**src/rtl/sevenseg_pkg.sv**
```systemverilog
// Shared definitions for the seven-segment display reader.
// Holds the active-low segment code table (seg[6]=a .. seg[0]=g),
// the reader FSM state type and the output record layout.
package sevenseg_pkg;

    localparam logic [6:0] SEG_0     = 7'b0000001;
    localparam logic [6:0] SEG_1     = 7'b1001111;
    localparam logic [6:0] SEG_2     = 7'b0010010;
    localparam logic [6:0] SEG_3     = 7'b0000110;
    localparam logic [6:0] SEG_4     = 7'b1001100;
    localparam logic [6:0] SEG_5     = 7'b0100100;
    localparam logic [6:0] SEG_6     = 7'b0100000;
    localparam logic [6:0] SEG_7     = 7'b0001111;
    localparam logic [6:0] SEG_8     = 7'b0000000;
    localparam logic [6:0] SEG_9     = 7'b0000100;
    localparam logic [6:0] SEG_BLANK = 7'b1111111;

    // Wide enough for the largest supported digit count (8).
    localparam int IDX_W = 3;

    typedef enum logic [1:0] {
        IDLE,
        SETTLE,
        EMIT
    } state_t;

    typedef struct packed {
        logic [IDX_W-1:0] idx;
        logic [3:0]       val;
        logic             err;
        logic             blank;
    } record_t;

endpackage

```
**src/rtl/sevenseg_decode.sv**
```systemverilog
// Combinational seven-segment pattern to BCD decoder.
// Ports:
//   seg   in  7  active-low segment pattern, seg[6]=a .. seg[0]=g
//   val   out 4  decoded digit, 4'hF when blank or undecodable
//   err   out 1  pattern is not a known digit and not blank
//   blank out 1  all segments off
module sevenseg_decode
    import sevenseg_pkg::*;
(
    input  logic [6:0] seg,
    output logic [3:0] val,
    output logic       err,
    output logic       blank
);

    always_comb begin
        val   = 4'hF;
        err   = 1'b0;
        blank = 1'b0;
        case (seg)
            SEG_0:     val = 4'd0;
            SEG_1:     val = 4'd1;
            SEG_2:     val = 4'd2;
            SEG_3:     val = 4'd3;
            SEG_4:     val = 4'd4;
            SEG_5:     val = 4'd5;
            SEG_6:     val = 4'd6;
            SEG_7:     val = 4'd7;
            SEG_8:     val = 4'd8;
            SEG_9:     val = 4'd9;
            SEG_BLANK: blank = 1'b1;
            default:   err = 1'b1;
        endcase
    end

endmodule

```
**src/rtl/sevenseg_reader.sv**
```systemverilog
// Multiplexed seven-segment display reader.
// Synchronizes the segment and digit-enable pins, waits for the combined
// pattern to hold for STABLE_CYC samples, decodes it and offers a
// {idx, val, err, blank} record on a valid/ready port with a one-entry buffer.
// Optional build macro: SEVENSEG_RD_CHANGE_ONLY_EN -- only emit a digit when
// its decoded content differs from the last record loaded for that digit.
// Ports:
//   clk, rst_n      clock, asynchronous active-low reset
//   seg[6:0]        active-low segment pins (asynchronous)
//   dig[NDIG-1:0]   active-high digit enables (asynchronous)
//   out_valid/out_ready  record handshake
//   out_idx, out_val, out_err, out_blank  record fields
//   ovf             sticky: a record was dropped because the buffer was full
//
// state  | meaning
// IDLE   | pattern already handled, waiting for a sample change
// SETTLE | counting identical samples of a new pattern
// EMIT   | one cycle offering the settled record to the output buffer
module sevenseg_reader
    import sevenseg_pkg::*;
#(
    parameter int NDIG       = 4,
    parameter int STABLE_CYC = 16,
    localparam int IW        = (NDIG > 1) ? $clog2(NDIG) : 1
) (
    input  logic            clk,
    input  logic            rst_n,
    input  logic [6:0]      seg,
    input  logic [NDIG-1:0] dig,
    output logic            out_valid,
    input  logic            out_ready,
    output logic [IW-1:0]   out_idx,
    output logic [3:0]      out_val,
    output logic            out_err,
    output logic            out_blank,
    output logic            ovf
);

    localparam int          SW       = NDIG + 7;
    localparam logic [15:0] STAB_SAT = 16'(STABLE_CYC);
    localparam logic [15:0] STAB_END = 16'(STABLE_CYC - 1);

    logic [6:0]      seg_meta, s_seg;
    logic [NDIG-1:0] dig_meta, s_dig;
    logic [SW-1:0]   sample, prev_sample;
    logic            change;
    logic [15:0]     stab, stab_next;
    state_t          state, state_next;
    logic [6:0]      held_seg;
    logic [NDIG-1:0] held_dig;
    logic            held_one_hot;
    logic [IW-1:0]   held_idx;
    logic [3:0]      dec_val;
    logic            dec_err, dec_blank;
    logic            suppress;
    logic            load;
    record_t         rec_q;
    logic            unused_idx;

    always_ff @(posedge clk or negedge rst_n) begin
        if (!rst_n) begin
            seg_meta <= SEG_BLANK;
            s_seg    <= SEG_BLANK;
            dig_meta <= '0;
            s_dig    <= '0;
        end else begin
            seg_meta <= seg;
            s_seg    <= seg_meta;
            dig_meta <= dig;
            s_dig    <= dig_meta;
        end
    end

    assign sample = {s_dig, s_seg};
    assign change = (sample != prev_sample);

    always_comb begin
        if (change)
            stab_next = '0;
        else if (stab == STAB_SAT)
            stab_next = stab;
        else
            stab_next = stab + 16'd1;
    end

    // Decode from the previous sample: it equals the current one whenever a
    // decision is taken in SETTLE, and in EMIT it still holds the settled
    // pattern even if the pins moved during that cycle.
    assign held_seg     = prev_sample[6:0];
    assign held_dig     = prev_sample[SW-1:7];
    assign held_one_hot = (held_dig != '0) && ((held_dig & (held_dig - NDIG'(1))) == '0);

    always_comb begin
        held_idx = '0;
        for (int i = 0; i < NDIG; i++)
            if (held_dig[i]) held_idx = IW'(i);
    end

    sevenseg_decode u_decode (
        .seg   (held_seg),
        .val   (dec_val),
        .err   (dec_err),
        .blank (dec_blank)
    );

`ifdef SEVENSEG_RD_CHANGE_ONLY_EN
    logic [5:0] shadow [NDIG];

    always_ff @(posedge clk or negedge rst_n) begin
        if (!rst_n) begin
            for (int i = 0; i < NDIG; i++)
                shadow[i] <= 6'b0000_01;
        end else if (load) begin
            shadow[held_idx] <= {dec_val, dec_err, dec_blank};
        end
    end

    assign suppress = (shadow[held_idx] == {dec_val, dec_err, dec_blank});
`else
    assign suppress = 1'b0;
`endif

    always_ff @(posedge clk or negedge rst_n) begin
        if (!rst_n) begin
            state       <= IDLE;
            stab        <= '0;
            prev_sample <= {{NDIG{1'b0}}, SEG_BLANK};
        end else begin
            state       <= state_next;
            stab        <= stab_next;
            prev_sample <= sample;
        end
    end

    // A change while settling simply restarts the count. A change landing in
    // the EMIT cycle starts a new settle directly, otherwise it would be lost.
    always_comb begin
        state_next = state;
        case (state)
            IDLE: begin
                if (change) state_next = SETTLE;
            end
            SETTLE: begin
                if (!change && stab_next == STAB_END)
                    state_next = (held_one_hot && !suppress) ? EMIT : IDLE;
            end
            EMIT: begin
                state_next = change ? SETTLE : IDLE;
            end
            default: state_next = IDLE;
        endcase
    end

    assign load = (state == EMIT) && (!out_valid || out_ready);

    always_ff @(posedge clk or negedge rst_n) begin
        if (!rst_n) begin
            out_valid <= 1'b0;
            rec_q     <= '0;
            ovf       <= 1'b0;
        end else begin
            if (load) begin
                out_valid <= 1'b1;
                rec_q     <= {IDX_W'(held_idx), dec_val, dec_err, dec_blank};
            end else if (out_ready) begin
                out_valid <= 1'b0;
            end
            if (state == EMIT && !load)
                ovf <= 1'b1;
        end
    end

    assign out_idx    = rec_q.idx[IW-1:0];
    assign out_val    = rec_q.val;
    assign out_err    = rec_q.err;
    assign out_blank  = rec_q.blank;
    assign unused_idx = ^rec_q.idx;

endmodule

```
**config.mk**
```make
export PLATFORM = sky130hd
export DESIGN_NAME = sevenseg_reader
export DESIGN_NICKNAME = d
export VERILOG_FILES = /design/src/rtl/sevenseg_pkg.sv /design/src/rtl/sevenseg_decode.sv /design/src/rtl/sevenseg_reader.sv
export SDC_FILE = /design/constraint.sdc
export NUM_CORES = 1
export LEC_CHECK = 0
export BUFFER_PORTS_ARGS = -buffer_cell sky130_fd_sc_hd__buf_2
export CORE_MARGIN = 3
export CORE_UTILIZATION = 40
export CTS_CLUSTER_DIAMETER = 200
export DETAILED_ROUTE_END_ITERATION = 16
export GPL_ROUTABILITY_DRIVEN = 0
export PLACE_DENSITY = 0.65
export SYNTH_ARGS = -nofsm -noshare
export SYNTH_HDL_FRONTEND = slang
export SYNTH_HIERARCHICAL = 1
export SYNTH_SLANG_ARGS = --single-unit
```
**constraint.sdc**
```tcl
create_clock -name clk -period 2.9 [get_ports clk]
set_input_delay 0.29 -clock clk [delete_from_list [all_inputs] [get_ports clk]]
set_output_delay 0.29 -clock clk [all_outputs]
set_load 0.01 [all_outputs]
```
# Word-level counts from Yosys, hierarchy flattened
# Cells that the tools add are included.
[classes] mul=0 bitwise_logic=1 n_addsub=2 n_mux=15 div=0 n_lt_le_gt_ge=0 n_shift=0 n_reduce_logical=15 n_eq_ne=17
[ops] operator="$pmux 4 s10" n=1
[ops] operator="$mux 16" n=2
[ops] operator="$eq 7x7->1 const B" n=3
[ops] operator="$add 16x1->16 const B" n=1
[ops] operator="$eq 16x4->1 const B" n=1
[ops] operator="$eq 16x5->1 const B" n=1
[ops] operator="$eq 7x3->1 const B" n=2
[ops] operator="$eq 7x6->1 const B" n=2
[ops] operator="$ne 11x11->1" n=1
[ops] operator="$reduce_or 11->1" n=1
[ops] operator="$mux 2" n=5
[ops] operator="$eq 7x1->1 const B" n=1
[ops] operator="$eq 7x4->1 const B" n=1
[ops] operator="$eq 7x5->1 const B" n=1
[ops] operator="$logic_not 7->1" n=1
[ops] operator="$mux 1" n=6
[ops] operator="$pmux 2 s3" n=1
[ops] operator="$and 4x4->4" n=1
[ops] operator="$logic_and 1x1->1" n=4
[ops] operator="$logic_not 4->1" n=1
[ops] operator="$ne 2x2->1 const B" n=2
[ops] operator="$reduce_bool 4->1" n=1
[ops] operator="$sub 4x1->4 const B" n=1
[ops] operator="$logic_not 1->1" n=3
[ops] operator="other kinds (6)" n=6
[totals] ramBits=0 rom_bits=0 input_bits=14 output_inout_bits=10 latch_bits=0 memories=0 reg_bits=61

# Depth between registers and ports, before layout
[logic_depth] word_depth=7 ltp_mapped=8

# Hierarchy
# Netlist, hierarchy kept.
[modules_own_cells] mod="sevenseg_reader" area_each_um2=2523.7 n_inst=1 seq_area_each_um2=1552.7 cells_per_inst=202
[modules_own_cells] mod="sevenseg_decode" area_each_um2=287.8 n_inst=1 seq_area_each_um2=0.0 cells_per_inst=39

# Least setup slack after synthesis
# No wires, ideal clock.
[synth_path] path_kind="reg2reg" startpoint="register stab[0]" endpoint="register state[1]" setup_ps=95 period_less_slack_ps=2062 setup_slack_ps=838 path_stages_with_launch=8 required_ps=2805 arrival_time_ps=1967 path_cell_list="dfrtp_1 ha_1 nand2_1 nor4_1 xnor2_1 o2111ai_1 nand4bb_1 nor4b_2"
[synth_via] elab_chain_len=7 word_cells_on_any_way=8 cone_classes="add/sub: 1; eq/ne: 3; mux: 2; reduce/logical: 2"
[synth_rtl] element="start: declaration" line_no="sevenseg_reader.sv:47" text="logic [15:0] stab, stab_next;"
[synth_rtl] element="start signal: assignment" line_no="sevenseg_reader.sv:130" text="stab <= stab_next;"
[synth_rtl] element="$add 16x1->16 / $eq 16x5->1 (equally long branches)" line_no="sevenseg_reader.sv:83, sevenseg_reader.sv:80"
[synth_rtl] element="$mux 16 (*)" line_no="sevenseg_reader.sv:80" text="else if (stab == STAB_SAT)"
[synth_rtl] element="$mux 16 (*)" line_no="sevenseg_reader.sv:78" text="if (change)"
[synth_rtl] element="$eq 16x4->1 (*)" line_no="sevenseg_reader.sv:144" text="if (!change && stab_next == STAB_END)"
[synth_rtl] element="$logic_and 1x1->1 (*)" line_no="sevenseg_reader.sv:144"
[synth_rtl] element="$ne 2x2->1 (no line) (*)"
[synth_rtl] element="$reduce_and 2->1 (no line) (*)"
[synth_rtl] element="end signal: assignment" line_no="sevenseg_reader.sv:129" text="state <= state_next;"
[synth_rtl] element="end: declaration" line_no="sevenseg_reader.sv:48" text="state_t state, state_next;"
# Mark *: on every way between the ends. The rest lies on a longest branch, timed or not.
# A chain may end at the register's enable or synchronous reset.

# Worst setup path in the final report
# Ends and elaborated chain as after synthesis.

==> impl_metrics.toml <==
[synthesis]
netlist_area_um2 = 2811
synthTopCellsByArea = "dfrtp_1, dfstp_2, xor2_1"
synth_flop_cell = "dfrtp_1"
syn_inst = 241
yosys.area.top_type = "dfrtp_1"
synth_edf_count = 0
async_flop_share_pct = 100.0
synth_top_area_share_pct = 35.60
synth_warnings = 6
syn_nets = 257
synth.distinct_cells = 53
ys_seq_area_share_pct = 55.23
ys_ff_latch = 61
avgSynthCellArea_um2 = 11.67

[critical_path]
cp_max_fo = 7
path_class = "reg2reg"
ff2ff_setup_slack_ns = 0.61
worst-endpoint-required_ns = 3.14
critPathArrivalTime_ns = 2.53
r2r_start = "stab[0]"
crit_path_max_incr_delay_ns = 0.46
reg2reg_depth = 7
crit_slowest_cell = "dfrtp_1"
path_cells = "ha_1 -> nand2_1 -> nor4_1 -> xnor2_1 -> o2111ai_1 -> nand4bb_1 -> nor4b_2"
cp_top_family = "simple AND/OR/NAND/NOR gates"
crit_buf_inv = 0
end_kind = "flip-flop"
worst_r2r_endpoint = "state[1]"
crit_path_start_kind = "flip-flop"

[worst_hold_path]
worstHoldStart = "seg[2]"
whs_path_depth = 1
hold_path.class = "in2reg"
min_to = "seg_meta[2]"

[global_route]
grt_max_degree = 29
grtUsageTotal_pct = 13.02
grt_pass1_vias = 1751
grt_overflow = 0
grt_use_met2_pct = 17.73
antenna_found_initial = 0
grt_pass1_wl_um = 8521
top_usage_layer = "met1"
met3_usage_pct = 3.422
grt_use_met1_pct = 18.86

[floorplanning]
initial_utilization_pct = 42.81
die_w_um = 89.84
rows = 29
io_pins = 24
fp.dieH_um = 89.84
core-area_um2 = 6568
fp.dieArea_um2 = 8070

[pwr]
power_switching_mw = 0.4088
swShare_pct = 24.86
total_power_mw = 1.645
pwr-share-seq_pct = 55.5
vdd_ir_drop_max_uv = 329.2
leakagePower_nw = 1.308
p_comb_share_pct = 3.9
p_int_mw = 1.236
power.density_nw_per_um2 = 516.8
clock_power_share_pct = 40.6

[routing]
dr.pass1.iters = 4
dr.first_iter.drc_count = 113
routed_wl_um = 4696
ant_nets = 0
vias = 1842
vias_per_cell = 5.019
wl_per_cell_um = 12.80
drc = 0

[cts]
cts_hold_buf = 1
max-clock-path-buffers = 2
clock_sinks = 61
cts_buffers = 9
clk_latency_ns = 0.33
tritoncts = "yes"
post_cts_buffers = 0
post_cts_resized = 0
cts-root-buf = "clkbuf_8"
path_clk_slew_ns = 0.07
htreeDepth = 3

[timing]
setup_viol = 0
tns_ns = 0
worst_pin_slew_ns = 0.5562
period_share_pct = 78.92
slew_headroom_pct = 62.92
hold_viol = 0
rsz0062_at_grt = "false"
skew_ns = 0.004509
fmax_ghz = 0.4369
drv_slew = 0
layout_min_cycle_time_ns = 2.289

[finish]
mostFrequentLayoutCell = "dfrtp_1"
final_cell_mix = "dfrtp_1, nor2_1, buf_2"
design_area_um2 = 3183
area_growth_pct = 13.22
fin_nets = 285
stdcell_count = 367
num_antenna_cells = 0
drive_above_1_share_pct = 27.74

[placed_design]
hpwl_um = 3381
io_buffers = 23
placed_cell_area_um2 = 2992
place_inst = 350

[flow_run]
maxCapViolations = 0

[run_status]
outcome = "finished, final reports clean"
state kept, by name (all words and copies together), names as in the netlist:
name         cells
state            2
ovf              1
dig_meta         4
out_idx          2
out_valid        1
out_err          1
prev_sample     11
out_val          4
out_blank        1
seg_meta         7
s_dig            4
s_seg            7
stab            16
power groups by stage:
| stage | Clock, mW | Sequential, mW | Combinational, mW |
|---|---|---|---|
| 2_1_floorplan | 0 | 0.918 | 0.0382 |
| 3_3_place_gp | 0 | 0.927 | 0.0642 |
| 3_5_place_dp | 0 | 0.928 | 0.0650 |
| 4_1_cts | 0.698 | 0.912 | 0.0663 |
| 5_1_grt | 0.751 | 0.916 | 0.0743 |
| 6_report | 0.668 | 0.912 | 0.0643 |
cell type report:
| class | instances | area (um^2) |
|---|---|---|
| clock buffers | 9 | 123.9 |
| well taps | 93 | 116.4 |
| multi-input cells | 161 | 1151 |
| repair buffers | 27 | 147.6 |
| flip-flops and latches | 61 | 1553 |
| fillers | 589 | 3385 |
| inverters | 9 | 33.78 |
| clock inverters | 7 | 57.56 |
cells in the mapped netlist (2+ instances only):
library cell   n
xor2_1        19
nor2_2         2
o21a_1         2
nor4b_2        3
buf_2          2
dfrtp_1       40
a21oi_1        7
inv_1          9
nor2_1        25
nand2_1        8
o21ai_0        7
nor4_1         5
nor3_1         7
buf_4          2
dfstp_2       21
o32ai_1        3
mux2i_1        2
ha_1           2
a31oi_1        2
mux2_1         6
nand2b_1       2
and3_1         2
or3_1          2
nand4_1        3
nor2b_1        2
nand3b_1       4
xnor2_1       11
clkbuf_1       2
nand3_1       14
buf_6          2
worst max-delay path by stage:
stage | startpoint | endpoint | slack (ns) | cells after the start
floorplan | stab[0] | state[1] | 0.84 | 7
global placement | stab[0] | state[1] | 0.68 | 7
detailed placement | stab[0] | state[1] | 0.62 | 7
CTS | stab[0] | state[1] | 0.59 | 7
global route | stab[0] | state[1] | 0.39 | 7
finish | stab[0] | state[1] | 0.61 | 7
metal layers:
layer	vias to the layer above	share of wire [%]
li1	908	-
met1	878	50
met2	48	43
met3	8	4.9
met4	0	2.2
met5	-	0
through the flow:
step,worst slack (ns),hold slack [ns],util (%)
6_report,0.6112,0.05263,48.47
3_3_place_gp,0.6801,0.3097,45.55
2_1_floorplan,0.8382,-0.005591,-
3_5_place_dp,0.6199,0.3188,45.55
4_1_cts,0.5941,0.03039,48.47
5_1_grt,0.3910,0.02391,48.47
cells by family after synthesis:
group / synth area share [%]
adder cells (fa/ha/maj): 0.8899
AND/OR/NAND/NOR: 19.27
AO/OA/AOI/OAI: 8.322
flip-flops: 55.23
multiplexers: 3.115
buffers and inverters: 3.827
XOR/XNOR: 9.346
Note: power is estimated with default switching activity, not from simulation.
